<file path="src/rtl/clk_divider_bank_if.sv">
// Divisor load port shared by every channel of the divider bank.
// A load is accepted when load_valid and load_ready are both high at a clock edge.
interface clk_divider_bank_if #(
    parameter int NUM_CH = 4,
    parameter int DIV_W  = 32
);
    localparam int CH_W = $clog2(NUM_CH > 1 ? NUM_CH : 2);

    logic             load_valid;
    logic [CH_W-1:0]  load_ch;
    logic [DIV_W-1:0] load_div;
    logic             load_ready;

    modport master (
        output load_valid,
        output load_ch,
        output load_div,
        input  load_ready
    );

    modport slave (
        input  load_valid,
        input  load_ch,
        input  load_div,
        output load_ready
    );
endinterface

</file>
<file path="src/rtl/clk_divider_bank.sv">
// Bank of independent programmable 50%-duty clock dividers with per-channel tick strobes.
// New divisors wait in a one-deep buffer and take effect only at a period boundary.
module clk_divider_bank #(
    parameter int NUM_CH      = 4,
    parameter int DIV_W       = 32,
    parameter int DEFAULT_DIV = 50000000
) (
    input  logic                  clk_in,
    input  logic                  rst,
    input  logic [NUM_CH-1:0]     en,
    clk_divider_bank_if.slave     load,
    output logic [NUM_CH-1:0]     pending,
    output logic [NUM_CH-1:0]     clk_out,
    output logic [NUM_CH-1:0]     tick
);
    localparam int CH_W = $clog2(NUM_CH > 1 ? NUM_CH : 2);

    logic [DIV_W-1:0] cnt      [NUM_CH];
    logic [DIV_W-1:0] div      [NUM_CH];
    logic [DIV_W-1:0] pend_div [NUM_CH];

    logic in_range;
    logic accept;

    // Out-of-range channel indices are always accepted so a stray request cannot stall the port.
    assign in_range = (32'(load.load_ch) < 32'(NUM_CH));
    assign accept   = load.load_valid && load.load_ready && in_range;

    always_comb begin
        load.load_ready = 1'b1;
        if (in_range) begin
            load.load_ready = !pending[load.load_ch];
        end
    end

    always_ff @(posedge clk_in or posedge rst) begin
        if (rst) begin
            pending <= '0;
            clk_out <= '0;
            tick    <= '0;
            for (int i = 0; i < NUM_CH; i++) begin
                cnt[i]      <= '0;
                div[i]      <= DIV_W'(DEFAULT_DIV);
                pend_div[i] <= '0;
            end
        end else begin
            for (int i = 0; i < NUM_CH; i++) begin
                if (!en[i]) begin
                    cnt[i]     <= '0;
                    clk_out[i] <= 1'b0;
                    tick[i]    <= 1'b0;
                    if (pending[i]) begin
                        div[i]     <= pend_div[i];
                        pending[i] <= 1'b0;
                    end
                end else if (cnt[i] == div[i]) begin
                    // Terminal count: toggle with the old divisor, then swap in any buffered one.
                    cnt[i]     <= '0;
                    clk_out[i] <= ~clk_out[i];
                    tick[i]    <= 1'b1;
                    if (pending[i]) begin
                        div[i]     <= pend_div[i];
                        pending[i] <= 1'b0;
                    end
                end else begin
                    cnt[i]  <= cnt[i] + DIV_W'(1);
                    tick[i] <= 1'b0;
                end

                // Acceptance requires pending low, so this never collides with the apply above.
                if (accept && (load.load_ch == CH_W'(i))) begin
                    pend_div[i] <= load.load_div;
                    pending[i]  <= 1'b1;
                end
            end
        end
    end
endmodule

</file>
<file path="src/flat_wrapper.sv">
// flat-port wrapper written by rule: the top's interface ports become plain ports
module clk_divider_bank_flat 
#(
    parameter int NUM_CH      = 4,
    parameter int DIV_W       = 32,
    parameter int DEFAULT_DIV = 50000000
)
  (clk_in, rst, en, pending, clk_out, tick, load_load_valid, load_load_ch, load_load_div, load_load_ready);
  clk_divider_bank_if #(.NUM_CH(NUM_CH), .DIV_W(DIV_W)) load_i ();
  input  logic clk_in;
  input  logic rst;
  input  logic [NUM_CH-1:0] en;
  output logic [NUM_CH-1:0] pending;
  output logic [NUM_CH-1:0] clk_out;
  output logic [NUM_CH-1:0] tick;
  input wire logic [$bits(load_i.load_valid)-1:0] load_load_valid;
  input wire logic [$bits(load_i.load_ch)-1:0] load_load_ch;
  input wire logic [$bits(load_i.load_div)-1:0] load_load_div;
  output wire logic [$bits(load_i.load_ready)-1:0] load_load_ready;
  assign load_i.load_valid = load_load_valid;
  assign load_i.load_ch = load_load_ch;
  assign load_i.load_div = load_load_div;
  assign load_load_ready = load_i.load_ready;
  clk_divider_bank #(.NUM_CH(NUM_CH), .DIV_W(DIV_W), .DEFAULT_DIV(DEFAULT_DIV)) u_core (.clk_in(clk_in), .rst(rst), .en(en), .load(load_i), .pending(pending), .clk_out(clk_out), .tick(tick));
endmodule
</file>
<file path="config.mk">
export PLATFORM = sky130hd
export DESIGN_NAME = clk_divider_bank_flat
export DESIGN_NICKNAME = d
export VERILOG_FILES = /design/src/rtl/clk_divider_bank_if.sv /design/src/rtl/clk_divider_bank.sv /design/src/flat_wrapper.sv
export SDC_FILE = /design/constraint.sdc
export NUM_CORES = 1
export LEC_CHECK = 0
export CORE_MARGIN = 2
export CORE_UTILIZATION = 41
export CTS_CLUSTER_SIZE = 30
export DETAILED_ROUTE_END_ITERATION = 6
export PLACE_DENSITY_LB_ADDON = 0.12
export RECOVER_POWER = 25
export SETUP_SLACK_MARGIN = 0.02
export SYNTH_ARGS = -nofsm -noshare
export SYNTH_HDL_FRONTEND = slang
export SYNTH_SLANG_ARGS = --single-unit
</file>
<file path="constraint.sdc">
create_clock -name clk_in -period 35.7 [get_ports clk_in]
set_input_delay 3.57 -clock clk_in [delete_from_list [all_inputs] [get_ports clk_in]]
set_output_delay 3.57 -clock clk_in [all_outputs]
set_load 0.03 [all_outputs]
</file>
== Word level (Yosys, flattened, before mapping) ==
Cells that the tools add are included.

* $add $sub $neg: 4
* Order comparisons: 1
* Equal/unequal tests: 15
* Multiplexer cells: 50
* Bitwise logic cells: 4
* Reductions and logical operators: 7

{| class="wikitable"
|+ Operators with widths
! cell !! number
|-
| 32-bit two-way mux || 20
|-
| 32-bit by 1-bit adder with 32-bit output, second input constant || 4
|-
| 32-bit equality test || 4
|-
| 1-bit two-way mux || 29
|-
| 3-bit by 1-bit inequality test with 1-bit output, second input constant || 4
|-
| 2-bit by 1-bit inequality test with 1-bit output, second input constant || 4
|-
| 1-bit logical AND || 5
|-
| 2-bit equality test, second input constant || 2
|-
| 1-bit NOT || 4
|-
| 2-bit by 3-bit less-than comparator with 1-bit output, second input constant || 1
|-
| 1-bit binary-select mux with 2-bit select || 1
|-
| 2-bit by 1-bit equality test with 1-bit output, second input constant || 1
|-
| 2-bit zero test || 1
|-
| 1-bit zero test || 1
|}

* Register bits: 396
* Input bits: 41
* Output and inout bits: 13
* Word-level logic and storage cells: 102

== Longest topological paths before layout ==
Gate-level depths: netlist of the first run.

* Word-level depth: 6
* Depth in mapped cells: 8
* Gate-level depth less buffers: 6

== Worst setup path before layout of the first run ==
No wires, ideal clock.

* Kind: in2out
* Start: input port load_load_ch[0]
* End: output port load_load_ready
* Data arrival time: 4.478 ns
* Required time: 32.130 ns
* Path slack: 27.652 ns
* Cell stages on the path: 3
* Path buffers: 1
* Cells stage by stage: clkbuf_1 mux4_2 inv_1

* Longest elaborated chain between the ends: 3

{| class="wikitable"
|+ RTL lines
! element !! line !! source
|-
| start: declaration || flat_wrapper.sv:17 || <nowiki>input wire logic [$bits(load_i.load_ch)-1:0] load_load_ch;</nowiki>
|-
| 1-bit binary-select mux with 2-bit select || clk_divider_bank.sv:32 || <nowiki>load.load_ready = !pending[load.load_ch];</nowiki>
|-
| 1-bit two-way mux (not written as such) || clk_divider_bank.sv:32 ||
|-
| 1-bit zero test || clk_divider_bank.sv:32 ||
|-
| end: declaration || flat_wrapper.sv:19 || <nowiki>output wire logic [$bits(load_i.load_ready)-1:0] load_load_ready;</nowiki>
|}

No other way between the ends. The select of a mux whose other input is x is not followed.

== Worst setup path after layout of the first run ==
Ends and elaborated chain as after synthesis.

==> qor.csv, run 1 <==
metric,value,unit
cts.sinks,396,
fin_util,0.463,
setup_viol,0,
antenna_found_initial,8,
ios,54,
vdd_drop_max,0.0000313,V
slowest_stage,mux4_2,
yosysSeqAreaShare,0.497,
nets,1886,
rsz0062_at_grt,false,
rows,81,
endpoint_kind,output pin,
violations,"max-capacitance violations, max-slew violations",
finClkSkew,17.0,ps
syn2layout_area_growth,12.4,%
grt.met3_usage,0.0344,
path_cells,clkdlybuf4s50_1 > mux4_2 > inv_1 > clkdlybuf4s50_1,
met2_usage,0.335,
final.setup.tns,0,ps
ys_types,43,
path_delay_family,buffers and inverters,
cts_setup_buffers,0,
drc_errors,0,
layout-drive-gt1-share,0.189,
slew_violations,235,
cp_common_cell,clkdlybuf4s50_1,
synth-xor-area-share,0.108,
drv_cap,5,
yosys_warnings,0,
critPathLaunchType,primary input,
synth_enable_flop_cells,0,
ys_seq_elements,396,
grt_max_degree,180,
cpPeakStageDelay,680,ps
overflow,0,
power,1190,uW
via_per_inst,5.55,
cts_buffer_depth,3,
synthArstFlopShare,1.00,
totalWireLength,52900,microns
wl_per_cell,21.1,microns
track_usage,0.214,
multi_input_area,0.00945,sq mm
slew-limit-headroom,-1.88,
yosys.area.top_type,dfrtp_1,
syn-num-nets,1878,
hp-class,flop to flop,
synth_top_family_by_area,simple AND/OR/NAND/NOR gates,
die-width,225,microns
cts_root_buffer,clkbuf_16,
min_period_over_period,0.259,
synth.avg_cell_area,10.9,sq um
cts-buffers-inserted,46,
cts_tree,done,
hold_ws,485,ps
hpwlAfterDp,32800,microns
die_y,225,microns
crit_type,primary input to output pin,
yosys.area.top_type_share,0.434,
syn_area,0.0201,sq mm
h-tree-depth,2,
worst_pin_slew,4290,ps
top_usage_layer,met2,
max_freq,108,MHz
start_util,0.412,
cp_max_fo,5,
path_buf_inv,3,
worstPathArrival,5660,ps
synthSimpleGateAreaFrac,0.162,
synth_cells,1833,
core_area,0.0486,sq mm
hold_violations,0,
synthAdderAreaFrac,0.00250,
grt_first_pass_wirelength,83900,microns
synth-compound-area-share,0.125,
fin_crit,9230,ps
seq_area,0.00997,sq mm
n_fill_cell,4548,
grt_pass1_vias,14000,
insertion_delay,580,ps
outcome,finished with violations,
p_per_area,53.0,mW/mm^2
globalplace.congestion,0.806,
dieArea,0.0507,sq mm
drt_iter0_markers,934,
synthMuxAreaShare,0.0730,
use_met1,0.306,
cts_hold_buf,0,
synth.area.top_cells,"dfrtp_1, xor2_1, dfstp_2",
ant_nets,0,
power_leakage,0.00908,uW
portBuffers,53,
drt_pass1_iterations,4,
required,32130,ps
ctsResizeCount,0,
vias,13900,
path_clk_slew,50,ps
synth-main-ff-cell,dfrtp_1,
cells in the final DEF, fill, tap and decap left out, types with 5 or more instances in the layout:
cell type / instances
nor4_2: 5
buf_4: 21
a21oi_1: 5
nand2_1: 197
or3_1: 5
xor2_1: 214
xnor2_1: 33
nor3_1: 12
nor4_1: 32
and2_1: 10
nand2b_1: 96
nand3_1: 45
o211ai_2: 90
dfstp_2: 48
dlygate4sd3_1: 5
clkbuf_8: 7
clkdlybuf4s50_1: 48
dfrtp_1: 345
and4_1: 15
clkbuf_1: 25
o211ai_1: 166
clkbuf_16: 47
o21ai_0: 10
nand4_1: 46
and3_1: 16
mux2_1: 29
nor2_1: 141
clkinv_2: 6
mux2_2: 99
inv_1: 15
state kept, by name, summed over array words and instances (netlist names):
| signal | count |
|---|---|
| u_core.tick | 4 |
| u_core.pend_div | 128 |
| u_core.cnt | 128 |
| u_core.pending | 4 |
| u_core.clk_out | 4 |
| u_core.div | 128 |
metal layers:
metal,up-vias,wire length [microns]
li1,6453,-
met1,7117,24900
met2,249,24300
met3,74,2490
met4,0,1250
met5,-,0
final cells by class:
| class | count | area share |
|---|---|---|
| antenna | 4 | 0.000444 |
| clock buffer | 71 | 0.0593 |
| clock inverter | 14 | 0.00811 |
| inverter | 17 | 0.00289 |
| multi-input combinational | 1297 | 0.419 |
| sequential | 396 | 0.443 |
| tap | 622 | 0.0345 |
| timing repair buffer | 83 | 0.0328 |
metrics by stage:
stage	worst slack [ps]	cells	area (sq um)
after floorplan	21200	1833	20100
after detailed placement	26460	2415	21100
after global routing	26370	2500	22500
after global placement	26470	2415	21100
final	26470	2504	22500
after CTS	26460	2500	22600
logic make-up after synthesis:
family	Yosys count
and+or+nand+nor	639
DFF	396
AOI/OAI and AO/OA	278
xor gates and xnor gates	247
buffers and inverters	140
muxes	129
adders and majority gates	4
final timing paths:
check | start | end | slack (ps) | depth (start not counted)
min in group asynchronous | rst | u_core.cnt[124]$_DFF_PP0_ | 4750 | 2
worst max-delay path | load_load_ch[0] | load_load_ready | 26470 | 4
worst min register to register | u_core.pend_div[98]$_DFFE_PP0P_ | u_core.pend_div[98]$_DFFE_PP0P_ | 480 | 1
max in group asynchronous | rst | u_core.pending[1]$_DFFE_PP0P_ | 27860 | 4
worst min-delay path | u_core.pend_div[98]$_DFFE_PP0P_ | u_core.pend_div[98]$_DFFE_PP0P_ | 480 | 1
worst max register to register | u_core.cnt[3]$_DFF_PP0_ | u_core.pending[3]$_DFFE_PP0P_ | 31420 | 6
synthesized netlist by cell type, types with 28 or more instances:
library cell / number
nor4_1: 32
mux2_2: 99
xnor2_1: 33
mux2_1: 29
o211ai_2: 90
nand3_1: 45
nand2b_1: 96
xor2_1: 214
o211ai_1: 166
dfstp_2: 48
nor2_1: 141
clkbuf_1: 80
nand2_1: 197
nand4_1: 46
buf_2: 28
dfrtp_1: 348
power breakdown:
group | switching (uW) | internal, uW | total [uW]
clock network | 192 | 286 | 479
logic | 82.4 | 72.9 | 155
registers | 46.2 | 515 | 561
Power figures use the tool's default switching activity.
==> run 2, diff against run 1 <==
- clock period: 35.7 -> 7.7 ns (I/O delays scaled with it)
==> run 2 against run 1 <==
Compared with the run above:
- utilization is 0.16 points higher
- largest power group unchanged
- sequential power rose to 4.6 times the previous value
- worst hold slack gained 0.97 ps
- highest routed layer unchanged
- the run still ends with max-capacitance violations, max-slew violations left
- cell area grew 0.34%
==> qor.csv, run 2 (synthesis gave the netlist of run 1 again) <==
metric,value,unit
syn2layout_area_growth,12.8,%
finalWorstSetupSlack,2940,ps
grt_first_pass_wirelength,83300,microns
wl_per_cell,20.8,microns
cts_root_buffer,clkbuf_16,
die_y,225,microns
ant_nets,0,
drt_pass1_iterations,5,
vdd_drop_max,0.000141,V
via_per_inst,5.54,
drv_cap,5,
outcome,finished with violations,
hp-class,flop to flop,
core_area,0.0486,sq mm
start_util,0.412,
h-tree-depth,2,
slowest_stage,clkbuf_2,
nets,1889,
path_cells,dlygate4sd3_1 > clkinvlp_4 > clkbuf_2 > buf_4,
globalplace.congestion,0.789,
drt_iter0_markers,935,
final_cell_mix,"dfrtp_1, xor2_1, nand2_1",
largestRegisters,"u_core.cnt x128, u_core.div x128, u_core.pend_div x128",
overflow,0,
ios,54,
rsz0062_at_grt,false,
cts_hold_buf,0,
dieArea,0.0507,sq mm
final_common_cell,dfrtp_1,
layout-drive-gt1-share,0.194,
die-width,225,microns
n_fill_cell,4529,
pre_cts_slack,4050,ps
path_clk_slew,50,ps
max_freq,210,MHz
cts_buffer_depth,3,
cpPeakStageDelay,2650,ps
final.setup.tns,0,ps
min_period_over_period,0.618,
cts_tree,done,
track_usage,0.212,
top_usage_layer,met2,
insertion_delay,580,ps
hold_violations,0,
hpwlAfterDp,32400,microns
fin_crit,4760,ps
cts.sinks,396,
totalWireLength,52200,microns
cts_setup_buffers,0,
grt_pass1_vias,13900,
required,8250,ps
cts-buffers-inserted,46,
ctsResizeCount,0,
use_met1,0.311,
slew-limit-headroom,-1.55,
finClkSkew,17.6,ps
portBuffers,53,
worstPathArrival,5310,ps
vias,13900,
drc_errors,0,
setup_viol,0,
p_per_area,248,mW/mm^2
crit_type,primary input to async pin,
cp_max_fo,147,
grt.met3_usage,0.0352,
violations,"max-capacitance violations, max-slew violations",
slew_violations,290,
rows,81,
worst_pin_slew,3830,ps
grt_max_degree,148,
critPathLaunchType,primary input,
antenna_found_initial,6,
met2_usage,0.328,
power_leakage,0.00913,uW
endpoint_kind,async pin,
## run 2: changes by cell type in the layout (fill, tap and decap cells not counted), moves of 2 or more
cell	before	now
o21ai_2	0	4
clkbuf_16	47	49
buf_4	21	28
o21ai_0	10	6
clkbuf_1	25	20
dlygate4sd3_1	5	3
clkdlybuf4s50_1	48	50
## run 2: per-stage QoR
| step | hold slack (ps) | utilization | cell area (sq um) | cells | power (uW) |
|---|---|---|---|---|---|
| 3_5_place_dp | 477 | 0.433 | 21100 | 2418 | 3360 |
| 5_1_grt | 506 | 0.465 | 22600 | 2503 | 5890 |
| 2_1_floorplan | 458 | - | 20100 | 1833 | 3130 |
| 3_3_place_gp | 470 | 0.433 | 21100 | 2418 | 3340 |
| 4_1_cts | 491 | 0.466 | 22700 | 2503 | 5700 |
| 6_report | 486 | 0.465 | 22600 | 2506 | 5610 |
## run 2: layer usage
| layer | share of wire | routed length, microns | vias up |
|---|---|---|---|
| li1 | - | - | 6486 |
| met1 | 0.47 | 24700 | 7026 |
| met3 | 0.053 | 2750 | 76 |
| met4 | 0.021 | 1100 | 0 |
| met5 | 0 | 0 | - |
| met2 | 0.45 | 23600 | 283 |
## run 2: worst paths after layout
kind,from,end,slack (ps),cells past startpoint
min in group asynchronous,rst,u_core.pend_div[117]$_DFFE_PP0P_,2190,3
hold / removal,u_core.pend_div[100]$_DFFE_PP0P_,u_core.pend_div[100]$_DFFE_PP0P_,490,1
max in group clk_in,load_load_ch[0],load_load_ready,4060,4
setup / recovery,rst,u_core.cnt[71]$_DFF_PP0_,2940,4
hold reg to reg,u_core.pend_div[100]$_DFFE_PP0P_,u_core.pend_div[100]$_DFFE_PP0P_,490,1
setup reg to reg,u_core.pending[0]$_DFFE_PP0P_,u_core.pend_div[125]$_DFFE_PP0P_,4560,4
## run 2: area by class of cell
| cell class | instances | area, sq um | share of cell area |
|---|---|---|---|
| clock inverter | 13 | 195 | 0.00863 |
| inverter | 17 | 67.6 | 0.00299 |
| timing repair buffer | 86 | 761 | 0.0336 |
| sequential | 396 | 9970 | 0.441 |
| tap | 622 | 778 | 0.0344 |
| clock buffer | 72 | 1380 | 0.0611 |
| multi-input combinational | 1297 | 9450 | 0.418 |
| antenna | 3 | 7.51 | 0.000332 |
## run 2: worst max-delay path, delay by kind of cell
family | cells | cell delay [ps]
buffers and inverters | 4 | 4350
## run 2: power by group
part	total, uW	switching (uW)	internal, uW
sequential	2600	212	2390
clock	2300	897	1400
combinational	717	379	339
total	5610	1490	4120
